**src/rtl/div_radix4_srt.sv**
```systemverilog
// Iterative radix-4 SRT divider: dout = floor(din_x * 2^WF / din_d) for unsigned 1.WF operands.
// Two quotient bits per enabled clock; digit selection thresholds come from four loadable tables.
module div_radix4_srt #(
  parameter int WL           = 24,
  parameter int WF           = 23,
  parameter int RADIX        = 4,
  parameter int N            = 12,
  parameter int LUT_size     = 8,
  parameter int LUT_bits     = 7,
  parameter int LUT_addWidth = 4
) (
  input  logic          CLK,
  input  logic          nRST,
  input  logic          CE,
  input  logic [WL-1:0] din_x,
  input  logic [WL-1:0] din_d,
  output logic [WL-1:0] dout
);

  // Remainder: sign + 2 integer bits + (WF+1) fraction bits, so x/2 is exact.
  localparam int RW    = WF + 4;
  localparam int SH    = $clog2(RADIX);
  localparam int IDX_W = $clog2(LUT_size);
  localparam int CNT_W = (LUT_addWidth > $clog2(N)) ? LUT_addWidth : $clog2(N);

  reg signed [LUT_bits-1:0] LUT_m2  [0:LUT_size-1] = '{7'sd12, 7'sd14, 7'sd15, 7'sd16,
                                                       7'sd18, 7'sd20, 7'sd20, 7'sd24};
  reg signed [LUT_bits-1:0] LUT_m1  [0:LUT_size-1] = '{7'sd4, 7'sd4, 7'sd4, 7'sd4,
                                                       7'sd6, 7'sd6, 7'sd8, 7'sd8};
  reg signed [LUT_bits-1:0] LUT_m0  [0:LUT_size-1] = '{-7'sd4, -7'sd6, -7'sd6, -7'sd6,
                                                       -7'sd6, -7'sd8, -7'sd8, -7'sd8};
  reg signed [LUT_bits-1:0] LUT_mm1 [0:LUT_size-1] = '{-7'sd13, -7'sd15, -7'sd16, -7'sd18,
                                                       -7'sd20, -7'sd20, -7'sd22, -7'sd24};

  logic [CNT_W-1:0]           cnt_r;
  logic [RW-1:0]              w_r;
  logic [WL-1:0]              d_r;
  logic [WL-1:0]              q_r;
  logic [WL-1:0]              qm_r;

  logic                       first_s;
  logic [WL-1:0]              d_s;
  logic [RW-1:0]              dd_s;
  logic [RW-1:0]              w_s;
  logic [RW-1:0]              w4_s;
  logic signed [LUT_bits-1:0] y_s;
  logic [IDX_W-1:0]           idx_s;
  logic [2:0]                 digit_s;
  logic [RW-1:0]              w_nxt_s;
  logic [WL-1:0]              qb_s;
  logic [WL-1:0]              qmb_s;
  logic [WL-1:0]              q_nxt_s;
  logic [WL-1:0]              qm_nxt_s;

  // One SRT iteration: digit selection, remainder update and on-the-fly quotient conversion.
  always_comb begin
    first_s = (cnt_r == '0);
    d_s     = first_s ? din_d : d_r;
    dd_s    = {{(RW-WL-1){1'b0}}, d_s, 1'b0};
    w_s     = first_s ? {{(RW-WL){1'b0}}, din_x} : w_r;
    qb_s    = first_s ? '0 : q_r;
    qmb_s   = first_s ? '0 : qm_r;
    w4_s    = w_s << SH;
    y_s     = w4_s[RW-1 -: LUT_bits];
    idx_s   = d_s[WF-2 -: IDX_W];

    if (y_s >= LUT_m2[idx_s]) begin
      digit_s = 3'b010;
    end else if (y_s >= LUT_m1[idx_s]) begin
      digit_s = 3'b001;
    end else if (y_s >= LUT_m0[idx_s]) begin
      digit_s = 3'b000;
    end else if (y_s >= LUT_mm1[idx_s]) begin
      digit_s = 3'b111;
    end else begin
      digit_s = 3'b110;
    end

    case (digit_s)
      3'b010: begin
        w_nxt_s  = w4_s - (dd_s << 1);
        q_nxt_s  = (qb_s << SH) + WL'(2);
        qm_nxt_s = (qb_s << SH) + WL'(1);
      end
      3'b001: begin
        w_nxt_s  = w4_s - dd_s;
        q_nxt_s  = (qb_s << SH) + WL'(1);
        qm_nxt_s = qb_s << SH;
      end
      3'b111: begin
        w_nxt_s  = w4_s + dd_s;
        q_nxt_s  = (qmb_s << SH) + WL'(3);
        qm_nxt_s = (qmb_s << SH) + WL'(2);
      end
      3'b110: begin
        w_nxt_s  = w4_s + (dd_s << 1);
        q_nxt_s  = (qmb_s << SH) + WL'(2);
        qm_nxt_s = (qmb_s << SH) + WL'(1);
      end
      default: begin
        w_nxt_s  = w4_s;
        q_nxt_s  = qb_s << SH;
        qm_nxt_s = (qmb_s << SH) + WL'(3);
      end
    endcase
  end

  // Frame sequencing and state; a negative final remainder selects QM.
  always_ff @(posedge CLK) begin
    if (!nRST) begin
      cnt_r <= '0;
      w_r   <= '0;
      d_r   <= '0;
      q_r   <= '0;
      qm_r  <= '0;
      dout  <= '0;
    end else if (CE) begin
      w_r  <= w_nxt_s;
      q_r  <= q_nxt_s;
      qm_r <= qm_nxt_s;
      if (first_s) begin
        d_r <= din_d;
      end
      if (cnt_r == CNT_W'(N-1)) begin
        cnt_r <= '0;
        dout  <= w_nxt_s[RW-1] ? qm_nxt_s : q_nxt_s;
      end else begin
        cnt_r <= cnt_r + CNT_W'(1);
      end
    end
  end

endmodule

```
**config.mk**
```make
export PLATFORM = sky130hd
export DESIGN_NAME = div_radix4_srt
export DESIGN_NICKNAME = d
export VERILOG_FILES = /design/src/rtl/div_radix4_srt.sv
export SDC_FILE = /design/constraint.sdc
export NUM_CORES = 1
export LEC_CHECK = 0
export ABC_CLOCK_PERIOD_IN_PS = 7200
export CELL_PAD_IN_SITES_DETAIL_PLACEMENT = 0
export CELL_PAD_IN_SITES_GLOBAL_PLACEMENT = 2
export CORE_UTILIZATION = 30
export DETAILED_ROUTE_END_ITERATION = 16
export GPL_ROUTABILITY_DRIVEN = 0
export PLACE_DENSITY_LB_ADDON = 0.1
export SLEW_MARGIN = 20
export SYNTH_ARGS = -nofsm -noshare
export SYNTH_HDL_FRONTEND = slang
export SYNTH_SLANG_ARGS = --single-unit
```
**constraint.sdc**
```tcl
create_clock -name CLK -period 7.2 [get_ports CLK]
set_input_delay 0.72 -clock CLK [delete_from_list [all_inputs] [get_ports CLK]]
set_output_delay 0.72 -clock CLK [all_outputs]
set_load 0.01 [all_outputs]
```
* Yosys cells after proc, flatten, opt, wreduce, memory -nomap -nowiden *
Memory sizes are Yosys's and may differ from the RTL's.
Index checks and enable logic that the tools add are counted.
W data, S select, Z words.

word-level totals
  word-level logic and storage cells = 44
  bits of input ports = 51
  output and inout bits = 24
  memories = 4
  bits in read-only memories = 120
  bits in registers = 121

memories
  name     words  bits a word  read ports  clocked after Yosys merged registers in  wr ports  line  RTL
  LUT_m2   8      5            1           0                                        0         26    reg signed [LUT_bits-1:0] LUT_m2 [0:LUT_size-1] = '{7'sd12, 7'sd14, 7'sd15, 7'sd16,
  LUT_mm1  8      5            1           0                                        0         32    reg signed [LUT_bits-1:0] LUT_mm1 [0:LUT_size-1] = '{-7'sd13, -7'sd15, -7'sd16, -7'sd18,
  LUT_m1   8      3            1           0                                        0         28    reg signed [LUT_bits-1:0] LUT_m1 [0:LUT_size-1] = '{7'sd4, 7'sd4, 7'sd4, 7'sd4,
  LUT_m0   8      2            1           0                                        0         30    reg signed [LUT_bits-1:0] LUT_m0 [0:LUT_size-1] = '{-7'sd4, -7'sd6, -7'sd6, -7'sd6,

cells by class
  eq/ne operators = 5
  reduce and logical (&&, ||, !) cells = 2
  multiplexer cells = 13
  magnitude comparators = 4
  add/subtract/negate cells = 10

operators by type and width
  kind                     number
  $pmux W24 S4             2
  $pmux W27 S4             1
  $add A24 B2 Y24 const B  3
  $add A24 B1 Y24 const B  2
  $mux W24                 2
  $mux W22                 2
  $ge A7 B7 Y1             4
  $add A27 B25 Y27         1
  $add A27 B26 Y27         1
  $sub A27 B25 Y27         1
  $sub A27 B26 Y27         1
  $mux W25                 1
  $mux W3                  3
  $eq A3 B3 Y1 const B     2
  $add A4 B1 Y4 const B    1
  $eq A4 B4 Y1 const B     1
  $logic_not A4 Y1         1
  $mux W4                  1
  $eq A3 B1 Y1 const B     1
  $eq A3 B2 Y1 const B     1
  $reduce_and A2 Y1        1
  $mux W1                  1

* Depth between registers and ports, before layout *
Gate-level depths: netlist of the first run.
An unclocked memory read counts as a cell.

  depth after elaboration = 11
  depth in mapped cells = 34
  gate-level depth less buffers = 29

* Least setup slack after synthesis of the first run *
No wires, ideal clock.

  path type = register -> register
  start point = reg cnt_r[0]
  end point = reg dout[13]
  data required time = 7.106 ns
  path buffers = 5
  library setup time = 0.094 ns
  arrival time = 6.737 ns
  clock period less this slack = 6.830 ns
  stages on the path, launching flop included = 34
  path slack = 0.370 ns
  cell sequence = dfxtp_1 inv_1 ha_1 nor3b_2 buf_2 buf_2 buf_1 nor2_1 a21oi_1 inv_1 ha_1 nor2_1 a31oi_1 ha_1 a21o_1 a21oi_1 o31ai_2 nand2_1 clkbuf_1 mux2i_1 nand2_1 nand2_1 inv_1 fa_1 nor2b_1 o31ai_1 a211oi_1 o211ai_1 a21oi_1 nor3_1 or2_2 o221a_4 buf_6 o311ai_2

between the ends
  cells in the longest elaborated chain, start to end = 11
  elaborated cells between the ends (all ways) = 36
  those cells by class = add/sub (9); order compare (4); eq/ne (5); mux (12); reduce/logical (2); memory (4)

ends and longest elaborated chain
  element                                       line  RTL
  start: declaration                            35    logic [CNT_W-1:0] cnt_r;
  start signal: assignment                      128   cnt_r <= cnt_r + CNT_W'(1);
  $logic_not A4 Y1                              57    first_s = (cnt_r == '0);
  $mux W24                                      n/a
  $mem_v2 Z8 W5                                 n/a
  $ge A7 B7 Y1                                  73    end else if (y_s >= LUT_mm1[idx_s]) begin
  $mux W1                                       73
  $mux W3                                       71    end else if (y_s >= LUT_m0[idx_s]) begin
  $mux W3                                       69    end else if (y_s >= LUT_m1[idx_s]) begin
  $mux W3                                       67    if (y_s >= LUT_m2[idx_s]) begin
  $eq A3 B3 Y1, or another cell as far along    79    case (digit_s)
  $pmux W24 S4 or $pmux W27 S4 (tied branches)  79
  $mux W24                                      126   dout <= w_nxt_s[RW-1] ? qm_nxt_s : q_nxt_s;
  end signal: assignment                        126
  end: declaration                              17    output logic [WL-1:0] dout

Several ways; a longest one is shown, not always the timed one.
A chain may end at the register's enable or synchronous reset.

* Final worst setup path of the first run *
  start point = reg cnt_r[0]
  end point = reg dout[8]

Same word-level chain as after synthesis.

==> results of run 1 <==
worst reg2reg max path, stage by stage (launching register included):
cell      delay, ns
dfxtp_1        0.34
inv_1          0.07
ha_1           0.16
nor3b_4        0.37
mux2i_1        0.39
inv_1          0.20
ha_1           0.33
nor2_1         0.10
a31oi_1        0.05
ha_1           0.28
a21o_1         0.10
a21oi_1        0.07
o31ai_2        0.45
nand3_1        0.29
mux2i_1        0.25
ha_1           0.22
inv_1          0.06
fa_1           0.39
nor2b_1        0.22
o31ai_1        0.15
a211oi_2       0.35
o211ai_1       0.18
a21oi_1        0.20
nor3_1         0.09
o21ai_1        0.38
o221a_4        0.58
o311ai_2       0.17
layer usage:
metal	wire length, µm	part of all wire	global-route usage	vias to the layer above
li1	-	-	-	5091
met1	18100	0.47	0.296	4848
met2	18200	0.48	0.389	169
met3	1240	0.032	0.0366	28
met4	643	0.017	0.0613	0
met5	0	0	0	-
kinds of logic (layout without fill, tap and decap cells):
| family | Yosys count | count (layout) | share of synthesized area |
|---|---|---|---|
| flops | 120 | 120 | 0.240 |
| buf+inv | 121 | 187 | 0.0500 |
| simple gates | 543 | 543 | 0.251 |
| mux | 66 | 66 | 0.0666 |
| compound gates | 396 | 397 | 0.266 |
| fa+ha+maj | 66 | 66 | 0.0839 |
| xor+xnor | 48 | 48 | 0.0421 |
final cells by class:
type                    count  area [µm²]  area share
clock inverters            14         148      0.0124
flip-flops and latches    120        2400       0.202
multi-input cells        1120        7140       0.600
well taps                 442         553      0.0465
clock buffers              18         439      0.0369
inverters                  34         128      0.0107
repair buffers            121        1090      0.0913
Yosys cell counts (all sizes together), types with 10 or more instances:
cell / instances
nand2: 172
inv: 34
xor2: 15
o211ai: 18
ha: 63
nor2b: 11
a21o: 17
o311ai: 20
clkbuf: 63
nor3: 64
and3: 24
or3: 13
buf: 24
nand3: 45
o21ai: 81
xnor2: 33
o21a: 10
nor2: 151
nand2b: 16
dfxtp: 120
a21oi: 133
a31oi: 11
a211oi: 58
mux2i: 62
through the flow:
step                total power [mW]  instances
detailed placement              2.77       1836
finish                          3.70       1869
CTS                             3.68       1868
global route                    3.96       1869
floorplan                       2.19       1360
global placement                2.78       1836
report_power, final:
| part | switching (mW) | internal, mW |
|---|---|---|
| registers | 0.0535 | 0.732 |
| logic | 1.27 | 0.750 |
| clock network | 0.367 | 0.520 |
registers in the layout, summed over array words and instances (netlist names):
| name | flops |
|---|---|
| q_r | 22 |
| qm_r | 22 |
| cnt_r | 4 |
| dout | 24 |
| d_r | 24 |
| w_r | 24 |
final timing paths:
check                           slack, ns  cells after the start  endpoint  startpoint
worst min-delay path                 0.47                      2    w_r[1]      w_r[1]
worst max-delay path                 0.60                     26   dout[8]    cnt_r[0]
worst max register to register       0.60                     26   dout[8]    cnt_r[0]
worst min register to register       0.47                      2    w_r[1]      w_r[1]
==> reports/metrics.cfg, run 1 <==
[cells_and_area]
n_antenna_cell = 0
stdcell_area_um2 = 11900
fin_nets = 1530
utilization = 0.365
final_layout_size_suffix_gt1_frac = 0.0876
final_cell_mix = nand2_1, nor2_1, a21oi_1, dfxtp_1, o21ai_0
area_growth_pct = 19.1
layout.cells.most_common = nand2_1
fill_cells = 3513

[critical_path]
worst_path_max_delay_cell = o221a_4
end_kind = flip-flop
startpoint_type = flip-flop
worstSetupPathType = reg -> reg
critPathBufInv = 3
path_max_fanout = 21
crit_required_ns = 7.49
cp_slowest_stage_delay_ns = 0.58
path_common_cell = ha_1
critPathArrivalTime_ns = 6.89
crit_family = compound AO/OA/AOI/OAI gates

[clock_tree]
clock-sinks = 120
cts.clk_slew.worst_paths_ns = 0.06
htree_num_levels = 4
clk_latency_ns = 0.45
post_cts_resized = 0
cts-root-buf = clkbuf_16
cts_tree = built
clockBufferDepth = 2
cts_hold_buf = 0
cts_setup_buffers = 0
numCtsBuffers = 17

[run_status]
outcome = finished, final reports clean

[floorplan]
fp-row-count = 66
die_w_um = 185
die_y_um = 185
core_um2 = 32600
start_util = 0.306
die_area_um2 = 34000
ios = 75

[drt]
drt_iter0_markers = 601
drtPass1Iterations = 5
wl_per_cell_um = 20.4
antenna_left = 0
wirelength_mm = 38.2
drc = 0
vias_per_cell = 5.42
via_count = 10100

[timing]
tns_ns = 0
worst_hold_slack_ns = 0.468
finalClockSkew_ns = 0.0139
min_period_ns = 6.60
setup_ws_ns = 0.599
min_period_over_period = 0.917
setup_viol = 0
worst_slew_pin_slew_ns = 1.01
rsz0062_at_grt = no
final_hold_viol_count = 0
slew_headroom = 0.322
slew_viol_final = 0
fmax_ghz = 0.151

[grt]
grt_overflow = 0
grt_pass1_wl_mm = 58.8
grt_antenna_before_repair = 0
grt_max_degree = 83
grt_pass1_vias = 10200
grtUsageTotal = 0.228

[place]
dpl-instance-area_um2 = 11300
port_buffers = 74
hpwl_mm = 27.2
place_ws_ns = 0.158

[logic_synthesis]
synth-warning-count = 0
ys_seq_area_frac = 0.240
synth_top_area_frac = 0.240
yosysTopAreaCell = dfxtp_1
synthCells = 1360
synth_edf_count = 0
synth_area_leaders = dfxtp_1, ha_1, a21oi_1, nand2_1, mux2i_1
ys_ff_latch = 120
syn_area_um2 = 9990
syn_nets = 1476
async_flop_share = 0
syn_avg_cell_area_um2 = 7.35
synth-main-ff-cell = dfxtp_1
synth_cell_types = 73

[hold_path]
hold_path_class = reg -> reg

[power_and_ir_drop]
p_leak_nw = 4.71
p_per_area_nw_per_um2 = 311
peakVddDrop_mv = 0.196

[run]
maxCapViolations = 0

No activity file was read; power rests on OpenSTA's default activity.
==> inputs of run 2 (changes only) <==
Settings changed: CELL_PAD_IN_SITES_DETAIL_PLACEMENT 0 to 1, CELL_PAD_IN_SITES_GLOBAL_PLACEMENT 2 to 1, CORE_MARGIN from default to 1.5.
==> run 2 against run 1 <==
Clock skew increased by 0.0025 ns. Non-clock buffer count fell by 13. Fmax about the same. Clock power up 3.5%. Critical endpoint is now dout[12].
==> reports/metrics.cfg, run 2 (synthesis gave the netlist of run 1 again) <==
[critical_path]
worstSetupPathType = reg -> reg  ; unchanged
worst_path_max_delay_cell = o221a_4  ; unchanged
end_kind = flip-flop  ; unchanged
startpoint_type = flip-flop  ; unchanged
path_max_fanout = 21  ; unchanged
critPathArrivalTime_ns = 6.88  ; was 6.89 ns
cp_slowest_stage_delay_ns = 0.54  ; was 0.58 ns
crit_required_ns = 7.48  ; was 7.49 ns
critPathBufInv = 4  ; was 3
crit_family = compound AO/OA/AOI/OAI gates  ; unchanged

[timing]
final_hold_viol_count = 0  ; unchanged
finalClockSkew_ns = 0.0164  ; was 0.0139 ns
setup_viol = 0  ; unchanged
min_period_over_period = 0.916  ; was 0.917
slew_viol_final = 0  ; unchanged
worst_slew_pin_slew_ns = 1.03  ; was 1.01 ns
fmax_ghz = 0.152  ; was 0.151 GHz
rsz0062_at_grt = no  ; unchanged
min_period_ns = 6.60  ; about the same
slew_headroom = 0.314  ; was 0.322

[power_and_ir_drop]
switching_power_mw = 1.68  ; was 1.69 mW
clockPowerShare = 0.248  ; was 0.240
peakVddDrop_mv = 0.188  ; was 0.196 mV
comb_power_share = 0.537  ; was 0.547
swShare = 0.454  ; was 0.458
p_int_mw = 2.02  ; was 2.00 mW
power_mw = 3.71  ; was 3.70 mW
p_leak_nw = 4.65  ; was 4.71 nW
p_per_area_nw_per_um2 = 313  ; was 311 nW/µm²
pwr-share-seq = 0.215  ; was 0.213

[clock_tree]
cts_setup_buffers = 0  ; unchanged
numCtsBuffers = 17  ; unchanged
htree_num_levels = 4  ; unchanged
clock-sinks = 120  ; unchanged
cts-root-buf = clkbuf_16  ; unchanged
cts_tree = built  ; unchanged
clockBufferDepth = 2  ; unchanged
cts.clk_slew.worst_paths_ns = 0.06  ; about the same
post_cts_resized = 0  ; unchanged
cts_hold_buf = 0  ; unchanged
clk_latency_ns = 0.45  ; about the same

[grt]
grtUsageTotal = 0.229  ; was 0.228
use_met2 = 0.392  ; was 0.389
use_met3 = 0.0391  ; was 0.0366
grt_overflow = 0  ; unchanged
grt_max_degree = 69  ; was 83
grt_pass1_wl_mm = 60.1  ; was 58.8 mm
grt.busiest_layer = met2  ; unchanged
grtUsageMet1 = 0.302  ; was 0.296
grt_antenna_before_repair = 0  ; unchanged
grt_pass1_vias = 10400  ; was 10200

[cells_and_area]
reg_top3 = d_r (24), dout (24), w_r (24)  ; unchanged
area_growth_pct = 18.4  ; was 19.1%
fill_cells = 4047  ; was 3513
n_antenna_cell = 0  ; unchanged
utilization = 0.362  ; was 0.365
seq_area_um2 = 2400  ; unchanged
fin_nets = 1517  ; was 1530
final_cell_mix = nand2_1, nor2_1, a21oi_1, dfxtp_1, o21ai_0  ; unchanged
final_layout_size_suffix_gt1_frac = 0.0778  ; was 0.0876
stdcell_area_um2 = 11800  ; was 11900 µm²
layout.cells.most_common = nand2_1  ; unchanged
multi_input_area_um2 = 7150  ; was 7140 µm²

[floorplan]
die_w_um = 186  ; was 185 µm
fp-row-count = 66  ; unchanged
die_y_um = 186  ; was 185 µm
core_um2 = 32700  ; was 32600 µm²
start_util = 0.306  ; about the same
ios = 75  ; unchanged
die_area_um2 = 34400  ; was 34000 µm²

[drt]
wirelength_mm = 38.6  ; was 38.2 mm
drtPass1Iterations = 7  ; was 5
wl_per_cell_um = 20.8  ; was 20.4 µm
drc = 0  ; unchanged
via_count = 10200  ; was 10100
vias_per_cell = 5.48  ; was 5.42
antenna_left = 0  ; unchanged
drt_iter0_markers = 591  ; was 601

[run]
maxCapViolations = 0  ; unchanged

[place]
dpl-instance-area_um2 = 11200  ; was 11300 µm²
hpwl_mm = 27.6  ; was 27.2 mm
port_buffers = 74  ; unchanged

[hold_path]
hold_path_class = reg -> reg  ; unchanged

[run_status]
outcome = finished, final reports clean  ; unchanged

[run 2: worst reg2reg max path: cells and delay by family (launching register included)]
kind / cells / cell delay (ns)
compound gates: 11 / 2.69
xor+xnor: 1 / 0.14
flops: 1 / 0.35
buf+inv: 4 / 0.74
simple gates: 9 / 1.65
fa+ha+maj: 3 / 0.86
[run 2: layer usage]
| metal | part of all wire | up-vias |
|---|---|---|
| met4 | 0.011 | 0 |
| li1 | - | 5053 |
| met5 | 0 | - |
| met3 | 0.034 | 24 |
| met2 | 0.48 | 151 |
| met1 | 0.48 | 4935 |
[run 2: layout make-up]
| class | instances | share of cell area |
|---|---|---|
| sequential | 120 | 0.203 |
| clock buffer | 20 | 0.0386 |
| tap | 442 | 0.0467 |
| inverter | 34 | 0.0108 |
| clock inverter | 11 | 0.0126 |
| multi-input combinational | 1120 | 0.604 |
| timing repair buffer | 108 | 0.0840 |
[run 2: power by group through the flow]
stage | logic, mW | clock network (mW) | registers (mW)
CTS | 1.96 | 0.942 | 0.796
detailed placement | 1.94 | 0 | 0.810
floorplan | 1.41 | 0 | 0.779
global placement | 1.93 | 0 | 0.808
finish | 1.99 | 0.919 | 0.798
global route | 2.20 | 0.969 | 0.807
[run 2: path summary, 6_finish.rpt]
check	slack, ns	end	from	depth (start not counted)
worst min register to register	0.47	w_r[1]	w_r[1]	2
worst max-delay path	0.60	dout[12]	cnt_r[0]	28
worst min-delay path	0.47	w_r[1]	w_r[1]	2
worst max register to register	0.60	dout[12]	cnt_r[0]	28
[run 2: through the flow]
step | hold slack [ns] | setup TNS (ns) | setup slack [ns] | std cells
floorplan | 0.440 | 0 | 0.370 | 1360
global placement | 0.448 | 0 | 0.0744 | 1823
detailed placement | 0.463 | -0.0260 | -0.0260 | 1823
CTS | 0.472 | 0 | 0.126 | 1854
global route | 0.494 | 0 | 0.108 | 1855
finish | 0.468 | 0 | 0.603 | 1855
